`src/rtl/seg7_time_scan.sv`:
```
// seg7_time_scan: scans the six HH:MM:SS BCD digits onto a six-digit,
// common-anode, multiplexed 7-segment display (all outputs active-low).
// A full frame of digits is snapshotted at the start of every frame so the
// display never tears. Each digit slot opens with a short all-anodes-off
// interval to hide segment changes. The field under adjustment blinks.
// Optional feature macro: SEG7_LZ_BLANK_EN blanks a leading zero in the
// hours-tens digit (slot 5).
module seg7_time_scan #(
    parameter int SCAN_DIV     = 50000,
    parameter int BLANK_CYC    = 16,
    parameter int BLINK_FRAMES = 83
) (
    input  logic       clk,
    input  logic       rst,
    input  logic [3:0] h_cntH,
    input  logic [3:0] h_cntL,
    input  logic [3:0] m_cntH,
    input  logic [3:0] m_cntL,
    input  logic [3:0] s_cntH,
    input  logic [3:0] s_cntL,
    input  logic       blink_hr,
    input  logic       blink_min,
    output logic [6:0] seg_n,
    output logic       dp_n,
    output logic [5:0] an_n
);

    localparam int PW = $clog2(SCAN_DIV);
    localparam int FW = (BLINK_FRAMES > 1) ? $clog2(BLINK_FRAMES) : 1;
    localparam logic [PW-1:0] P_LAST  = PW'(SCAN_DIV - 1);
    localparam logic [PW-1:0] P_BLANK = PW'(BLANK_CYC);
    localparam logic [FW-1:0] F_LAST  = FW'(BLINK_FRAMES - 1);

`ifdef SEG7_LZ_BLANK_EN
    localparam bit LZ_EN = 1'b1;
`else
    localparam bit LZ_EN = 1'b0;
`endif

    logic [PW-1:0] p;
    logic [2:0]    idx;
    logic [FW-1:0] frame_cnt;
    logic          ph;

    // Frame snapshot: digits packed {hH, hL, mH, mL, sH, sL}, plus blink
    // requests. snap_vld keeps the all-zero reset snapshot off the display.
    logic [23:0]   snap_dig;
    logic          snap_bh;
    logic          snap_bm;
    logic          snap_vld;

    logic [3:0]    digit;
    logic          blank;
    logic [6:0]    seg_nxt;
    logic          dp_nxt;
    logic [5:0]    an_nxt;

    // Active-low 7-segment patterns; non-BCD codes show a dash.
    function automatic logic [6:0] seg_decode(input logic [3:0] d);
        logic [6:0] s;
        case (d)
            4'd0:    s = 7'h40;
            4'd1:    s = 7'h79;
            4'd2:    s = 7'h24;
            4'd3:    s = 7'h30;
            4'd4:    s = 7'h19;
            4'd5:    s = 7'h12;
            4'd6:    s = 7'h02;
            4'd7:    s = 7'h78;
            4'd8:    s = 7'h00;
            4'd9:    s = 7'h10;
            default: s = 7'h3F;
        endcase
        return s;
    endfunction

    // Slot prescaler, digit index, and frame counter driving the blink phase.
    always_ff @(posedge clk) begin
        if (rst) begin
            p         <= '0;
            idx       <= 3'd0;
            frame_cnt <= '0;
            ph        <= 1'b0;
        end else if (p == P_LAST) begin
            p <= '0;
            if (idx == 3'd5) begin
                idx <= 3'd0;
                if (frame_cnt == F_LAST) begin
                    frame_cnt <= '0;
                    ph        <= ~ph;
                end else begin
                    frame_cnt <= frame_cnt + FW'(1);
                end
            end else begin
                idx <= idx + 3'd1;
            end
        end else begin
            p <= p + PW'(1);
        end
    end

    // Capture the whole display frame at the first cycle of slot 0.
    always_ff @(posedge clk) begin
        if (rst) begin
            snap_dig <= 24'h0;
            snap_bh  <= 1'b0;
            snap_bm  <= 1'b0;
            snap_vld <= 1'b0;
        end else if (p == '0 && idx == 3'd0) begin
            snap_dig <= {h_cntH, h_cntL, m_cntH, m_cntL, s_cntH, s_cntL};
            snap_bh  <= blink_hr;
            snap_bm  <= blink_min;
            snap_vld <= 1'b1;
        end
    end

    // Select the current slot's digit and compute the next output values.
    always_comb begin
        digit = 4'd0;
        case (idx)
            3'd0:    digit = snap_dig[3:0];
            3'd1:    digit = snap_dig[7:4];
            3'd2:    digit = snap_dig[11:8];
            3'd3:    digit = snap_dig[15:12];
            3'd4:    digit = snap_dig[19:16];
            3'd5:    digit = snap_dig[23:20];
            default: digit = 4'd0;
        endcase

        blank = 1'b0;
        if (ph && snap_bm && (idx == 3'd2 || idx == 3'd3))
            blank = 1'b1;
        if (ph && snap_bh && (idx == 3'd4 || idx == 3'd5))
            blank = 1'b1;
        if (LZ_EN && idx == 3'd5 && digit == 4'd0)
            blank = 1'b1;

        seg_nxt = seg_decode(digit);
        dp_nxt  = !(idx == 3'd2 || idx == 3'd4);
        if (blank || !snap_vld) begin
            seg_nxt = 7'h7F;
            dp_nxt  = 1'b1;
        end

        an_nxt = (p < P_BLANK) ? 6'h3F : ~(6'b000001 << idx);
    end

    // Register every pin so the board sees glitch-free, one-cycle-late outputs.
    always_ff @(posedge clk) begin
        if (rst) begin
            seg_n <= 7'h7F;
            dp_n  <= 1'b1;
            an_n  <= 6'h3F;
        end else begin
            seg_n <= seg_nxt;
            dp_n  <= dp_nxt;
            an_n  <= an_nxt;
        end
    end

endmodule

```
`config.mk`:
```
export PLATFORM = sky130hd
export DESIGN_NAME = seg7_time_scan
export DESIGN_NICKNAME = d
export VERILOG_FILES = /design/src/rtl/seg7_time_scan.sv
export SDC_FILE = /design/constraint.sdc
export NUM_CORES = 1
export LEC_CHECK = 0
export ABC_AREA = 0
export CORE_ASPECT_RATIO = 0.7
export CORE_MARGIN = 2
export CORE_UTILIZATION = 40
export CTS_BUF_LIST = sky130_fd_sc_hd__clkbuf_8
export DETAILED_ROUTE_END_ITERATION = 10
export PLACE_DENSITY = 0.7
export SLEW_MARGIN = 20
export SYNTH_ARGS = -nofsm -noshare
export SYNTH_HDL_FRONTEND = slang
export SYNTH_SLANG_ARGS = --single-unit
```
`constraint.sdc`:
```
create_clock -name clk -period 3.4 [get_ports clk]
set_clock_uncertainty 0.15 [all_clocks]
set_input_delay 0.68 -clock clk [delete_from_list [all_inputs] [get_ports clk]]
set_output_delay 0.68 -clock clk [all_outputs]
set_load 0.005 [all_outputs]
```
======== After elaboration in Yosys (flattened, before gate mapping) ========
Memory sizes are Yosys's and may differ from the RTL's. A register that Yosys moved wholly into a read port is not among the register bits.
Index checks and enable logic that the tools add are counted.
storage, ports and cells
  output and inout bits ................... 14
  input port bits ......................... 28
  word-level logic and storage cells ...... 48
  register bits after elaboration ......... 61
  bits in read-only memories .............. 112
  memories kept ........................... 1
memories
  memory           depth  bits a word  rd ports  clocked after Yosys merged registers in  write ports  RTL line  RTL
  (no name shown)  16     7            1         1                                        0            61        case (d)
operators by class
  bitwise gates (word level) .............. 2
  order comparisons ....................... 1
  add/sub/neg operators ................... 3
  equal/unequal tests ..................... 7
  mux-type cells .......................... 5
  reductions and logical operators ........ 18
  shift-type cells ........................ 1
operators with widths
  kind                     count
  $pmux W4 S6              1
  $add A16 B1 Y16 const B  1
  $eq A16 B16 Y1 const B   1
  $logic_not A16 Y1        1
  $lt A16 B5 Y1 const B    1
  $add A7 B1 Y7 const B    1
  $eq A7 B7 Y1 const B     1
  $mux W7                  1
  $eq A3 B2 Y1 const B     2
  $eq A3 B3 Y1 const B     2
  $not A6 Y6               1
  $reduce_or A2 Y1         3
  $shl A1 B3 Y6 const A    1
  $logic_and A1 B1 Y1      5
  $logic_or A1 B1 Y1       4
  $add A3 B1 Y3 const B    1
  $eq A3 B1 Y1 const B     1
  $logic_not A3 Y1         1
  $mux W3                  1
  $reduce_and A3 Y1        1
  $logic_not A1 Y1         2
  $mux W1                  2
  $reduce_and A2 Y1        1
  $not A1 Y1               1

======== Longest topological paths before layout ========
  word-level depth ........................ 7
  mapped depth ............................ 12
  depth with buffers taken out ............ 10

======== Least setup slack after synthesis ========
OpenSTA, ideal clock, no wires.
  path kind ............................... reg2reg
  from .................................... register idx[1]
  to ...................................... register seg_n[3]
  data required time ...................... 3.135 ns
  setup slack ............................. 0.823 ns
  buffers on the path ..................... 2
  data arrival time ....................... 2.312 ns
  setup time .............................. 0.115 ns
  clock period less this slack ............ 2.577 ns
  stages on the path, launching flop included .. 11
  cells stage by stage .................... dfxtp_1 > buf_6 > clkbuf_1 > and2_1 > ha_1 > and2_1 > a221o_1 > or2_1 > ha_1 > nand4b_1 > and2_1
on the way
  longest elaborated chain between the ends .. 7
ends and longest elaborated chain
  element                     RTL line  RTL
  from (decl)                 41        logic [2:0] idx;
  from (signal assigned)      95        idx <= idx + 3'd1;
  $eq A3 B2 Y1                120, 131
  $logic_or A1 B1 Y1          131       if (ph && snap_bm && (idx == 3'd2 || idx == 3'd3))
  $logic_and A1 B1 Y1         131
  $mux W1                     131
  $mux W1                     133       if (ph && snap_bh && (idx == 3'd4 || idx == 3'd5))
  $logic_or A1 B1 Y1          140       if (blank || !snap_vld) begin
  $reduce_or A2 Y1 (no line)  -
  to (decl)                   23        output logic [6:0] seg_n,
Parallel ways exist; a longest one is shown, timed or not.
A chain may end at the register's enable or synchronous reset.

======== Final worst setup path ========
  from .................................... register idx[1]
  to ...................................... register seg_n[0]
The elaborated chain is that of the path after synthesis.

==> flow_summary_export.csv <==
group,metric,value,unit
setup_path,cp.arrival,3.02,ns
routing,drc_errors,0,
clocking,htreeDepth,3,
synthesis,synth-edff-count,0,
placement,port-buffer-count,41,
die,die_h,77.8,um
cells_and_area,nets,411,
routing,routed_wl,6.62,mm
synthesis,ys.flop_type,"dfxtp_1",
clocking,cts_tree,"done",
power_and_ir_drop,ir_drop,0.268,mV
clocking,clkSlewWorstSetupHoldPaths,0.07,ns
synthesis,yosys.area.top_type,"dfxtp_1",
synthesis,synthMuxAreaShare,10.5,%
cells_and_area,drive_above_1_share,6.88,%
setup_path,crit_slowest_cell,"dfxtp_1",
die,core_area,0.00742,mm^2
clocking,cts_sinks,68,
clocking,cts_root_buf,"clkbuf_8",
timing,rsz0062_at_grt,"false",
setup_path,crit_path_max_fanout,19,
timing,period_share,85.9,%
routing,dr.pass1.iters,4,
clocking,cts_resized,0,
run_status,outcome,"complete, no violations",
setup_path,worstSetupStartpointType,"flip-flop",
synthesis,netlist_instances,337,
clocking,insertion_delay,0.34,ns
die,start_util,42.0,%
grt,overflow,0,
grt,grt_usage,16.8,%
power_and_ir_drop,intPower,0.00138,W
synthesis,synth_top_family_by_area,"simple AND/OR/NAND/NOR gates",
cells_and_area,areaGrowthSynthToFinish,21.5,%
job,max-cap-violations,0,
synthesis,synth_compound_area_share,8.73,%
die,fp-row-count,26,
die,ios,42,
synthesis,synth-async-reset-ratio,0,%
synthesis,yosys.area_share.simple,24.2,%
synthesis,ys_ff_latch,68,
placement,gp_congestion,0.949,
routing,via_per_inst,5.12,
hold_path,hp-class,"reg -> reg",
power_and_ir_drop,total_leakage_power,1.50,nW
routing,ant_nets,0,
grt,grt_pass1_vias,2296,
die,die_w,109,um
placement,dp_hpwl,4.82,mm
clocking,clock_path_buffers,2,
power_and_ir_drop,p_sw,0.000417,W
synthesis,syn_avg_cell_area,9.23,um^2
grt,grt_pass1_wl,11.0,mm
setup_path,worstSetupEndpointType,"flip-flop",
setup_path,required,3.50,ns
clocking,post_cts_buffers,0,
setup_path,worstPathCellList,"and2_1 > ha_1 > and2_1 > a221o_1 > or2_1 > inv_1 > ha_1 > nor4_1 > o211ai_1 > and2_1",
routing,num_vias,2438,
power_and_ir_drop,combPwrFrac,11.6,%
synthesis,ys_types,53,
timing,drv_slew,0,
power_and_ir_drop,power.density,474,mW/mm^2
grt,antenna_found_initial,0,
setup_path,worstSetupPathType,"reg -> reg",
routing,routedWlPerCell,13.9,um
timing,fmax,0.342,GHz
synthesis,syn-num-nets,375,
timing,relSlewSlack,58.4,%
setup_path,cp_common_cell,"and2_1",
synthesis,synth_top_area_share,43.7,%
power_and_ir_drop,power_frac_clock,40.1,%
timing,setup_viol,0,
timing,timing.final.crit_period,2.92,ns
cells_and_area,diodes,0,
clocking,cts_buffers,9,
timing,finalHoldViolCount,0,
setup_path,critPathMaxStageDelay,0.72,ns
timing,setup_tns,0,ns
die,dieArea,0.00851,mm^2
synthesis,synth-seq-area-share,43.7,%
synthesis,ys_warn_count,0,
synthesis,synth_area_leaders,"dfxtp_1, mux2i_1, nor2_1, ha_1, nand3_1",
cells_and_area,final_area,0.00378,mm^2
synthesis,synth-adder-area-share,4.02,%
grt,grt_max_degree,42,
power_and_ir_drop,pwr-share-seq,48.3,%
power_and_ir_drop,sw_frac_of_total,23.2,%
setup_path,crit_buf_inv,1,
timing,tightest_slew,0.623,ns
clocking,ctsHoldBuffers,0,
synthesis,synth.cell_area,0.00311,mm^2
setup_path,cpLargestDelayFamily,"simple AND/OR/NAND/NOR gates",
routing,initialDrtViolationCount,94,
power_and_ir_drop,power,0.00179,W
synthesis,synthXorXnorAreaFrac,4.50,%
placement,placed_cell_area,0.00356,mm^2
[power groups by stage]
| stage | Sequential (W) | Clock [W] | Combinational, W |
|---|---|---|---|
| floorplan | 0.000874 | 0 | 0.000142 |
| global placement | 0.000883 | 0 | 0.000205 |
| detailed placement | 0.000883 | 0 | 0.000209 |
| CTS | 0.000866 | 0.000735 | 0.000210 |
| global route | 0.000870 | 0.000776 | 0.000232 |
| finish | 0.000866 | 0.000719 | 0.000209 |
[per-layer routing]
metal	wire length, um	track usage (%)	share of wire [%]	vias up
met5	0	0	0	-
met3	407	6.72	6.1	0
met4	0	3.42	0	0
met1	3490	25.0	53	1120
li1	-	-	-	1254
met2	2720	22.4	41	64
[final timing paths]
| path | startpoint | end | slack, ns | depth (start not counted) |
|---|---|---|---|---|
| min | snap_vld | snap_vld | 0.32 | 2 |
| max | idx[1] | seg_n[0] | 0.48 | 10 |
| max reg2reg | idx[1] | seg_n[0] | 0.48 | 10 |
| min reg2reg | snap_vld | snap_vld | 0.32 | 2 |
[cell type report]
type | instances | area, um^2
flip-flops and latches | 68 | 1360
repair buffers | 44 | 433
clock buffers | 10 | 138
clock inverters | 6 | 80.1
fillers | 704 | 3640
well taps | 98 | 123
inverters | 8 | 30.0
multi-input cells | 242 | 1620
[logic make-up (layout without fill, tap and decap cells)]
family	after synthesis	in the layout
mux	32	32
flops	68	68
compound gates	39	39
fa+ha+maj	10	10
simple gates	145	145
xor+xnor	16	16
buf+inv	27	68
[synth_stat cells, types with 3 or more instances]
| cell type | n |
|---|---|
| xor2_1 | 8 |
| a21o_1 | 3 |
| and2_1 | 8 |
| mux2i_1 | 28 |
| nor3_1 | 6 |
| nand4b_1 | 3 |
| dfxtp_1 | 68 |
| xnor2_1 | 8 |
| ha_1 | 10 |
| mux2_2 | 4 |
| o21ai_0 | 6 |
| a21oi_1 | 12 |
| nor4_1 | 3 |
| buf_4 | 3 |
| nor2_1 | 58 |
| nand2_1 | 15 |
| and4_1 | 5 |
| inv_1 | 8 |
| buf_2 | 4 |
| and3_1 | 6 |
| clkbuf_1 | 9 |
| nand3b_1 | 7 |
| nand3_1 | 15 |
[cell usage in the layout (no fill, tap or decap), types with 7 or more instances in the layout]
cell type,n
dfxtp_1,68
nor2_1,58
clkdlybuf4s50_1,41
mux2i_1,28
nand3_1,15
nand2_1,15
a21oi_1,12
inv_1,10
ha_1,10
clkbuf_8,10
and2_1,8
xor2_1,8
xnor2_1,8
nand3b_1,7
[worst register-to-register path, delay by kind of cell, from the launching register on]
kind                       cells  cell delay [ns]
and+or+nand+nor                5             1.06
DFF                            1             0.72
AOI/OAI and AO/OA              2             0.27
buffers and inverters          1             0.12
adders and majority gates      2             0.51
[flip-flops by register name, summed over array words and instances, names as in the netlist]
| signal | count |
|---|---|
| snap_dig | 24 |
| p | 16 |
| frame_cnt | 7 |
| seg_n | 7 |
| an_n | 6 |
| idx | 3 |
| dp_n | 1 |
| ph | 1 |
| snap_bh | 1 |
| snap_bm | 1 |
| snap_vld | 1 |
[through the flow]
stage                     hold slack [ns]  utilization, %  std cells  setup slack, ns
after global routing                0.369            51.0        476            0.249
after global placement              0.302            48.0        460            0.720
after CTS                           0.323            51.0        476            0.477
final                               0.323            51.0        476            0.480
after floorplan                     0.284               -        337            0.823
after detailed placement            0.305            48.0        460            0.482
(Power assumes the default switching activity.)
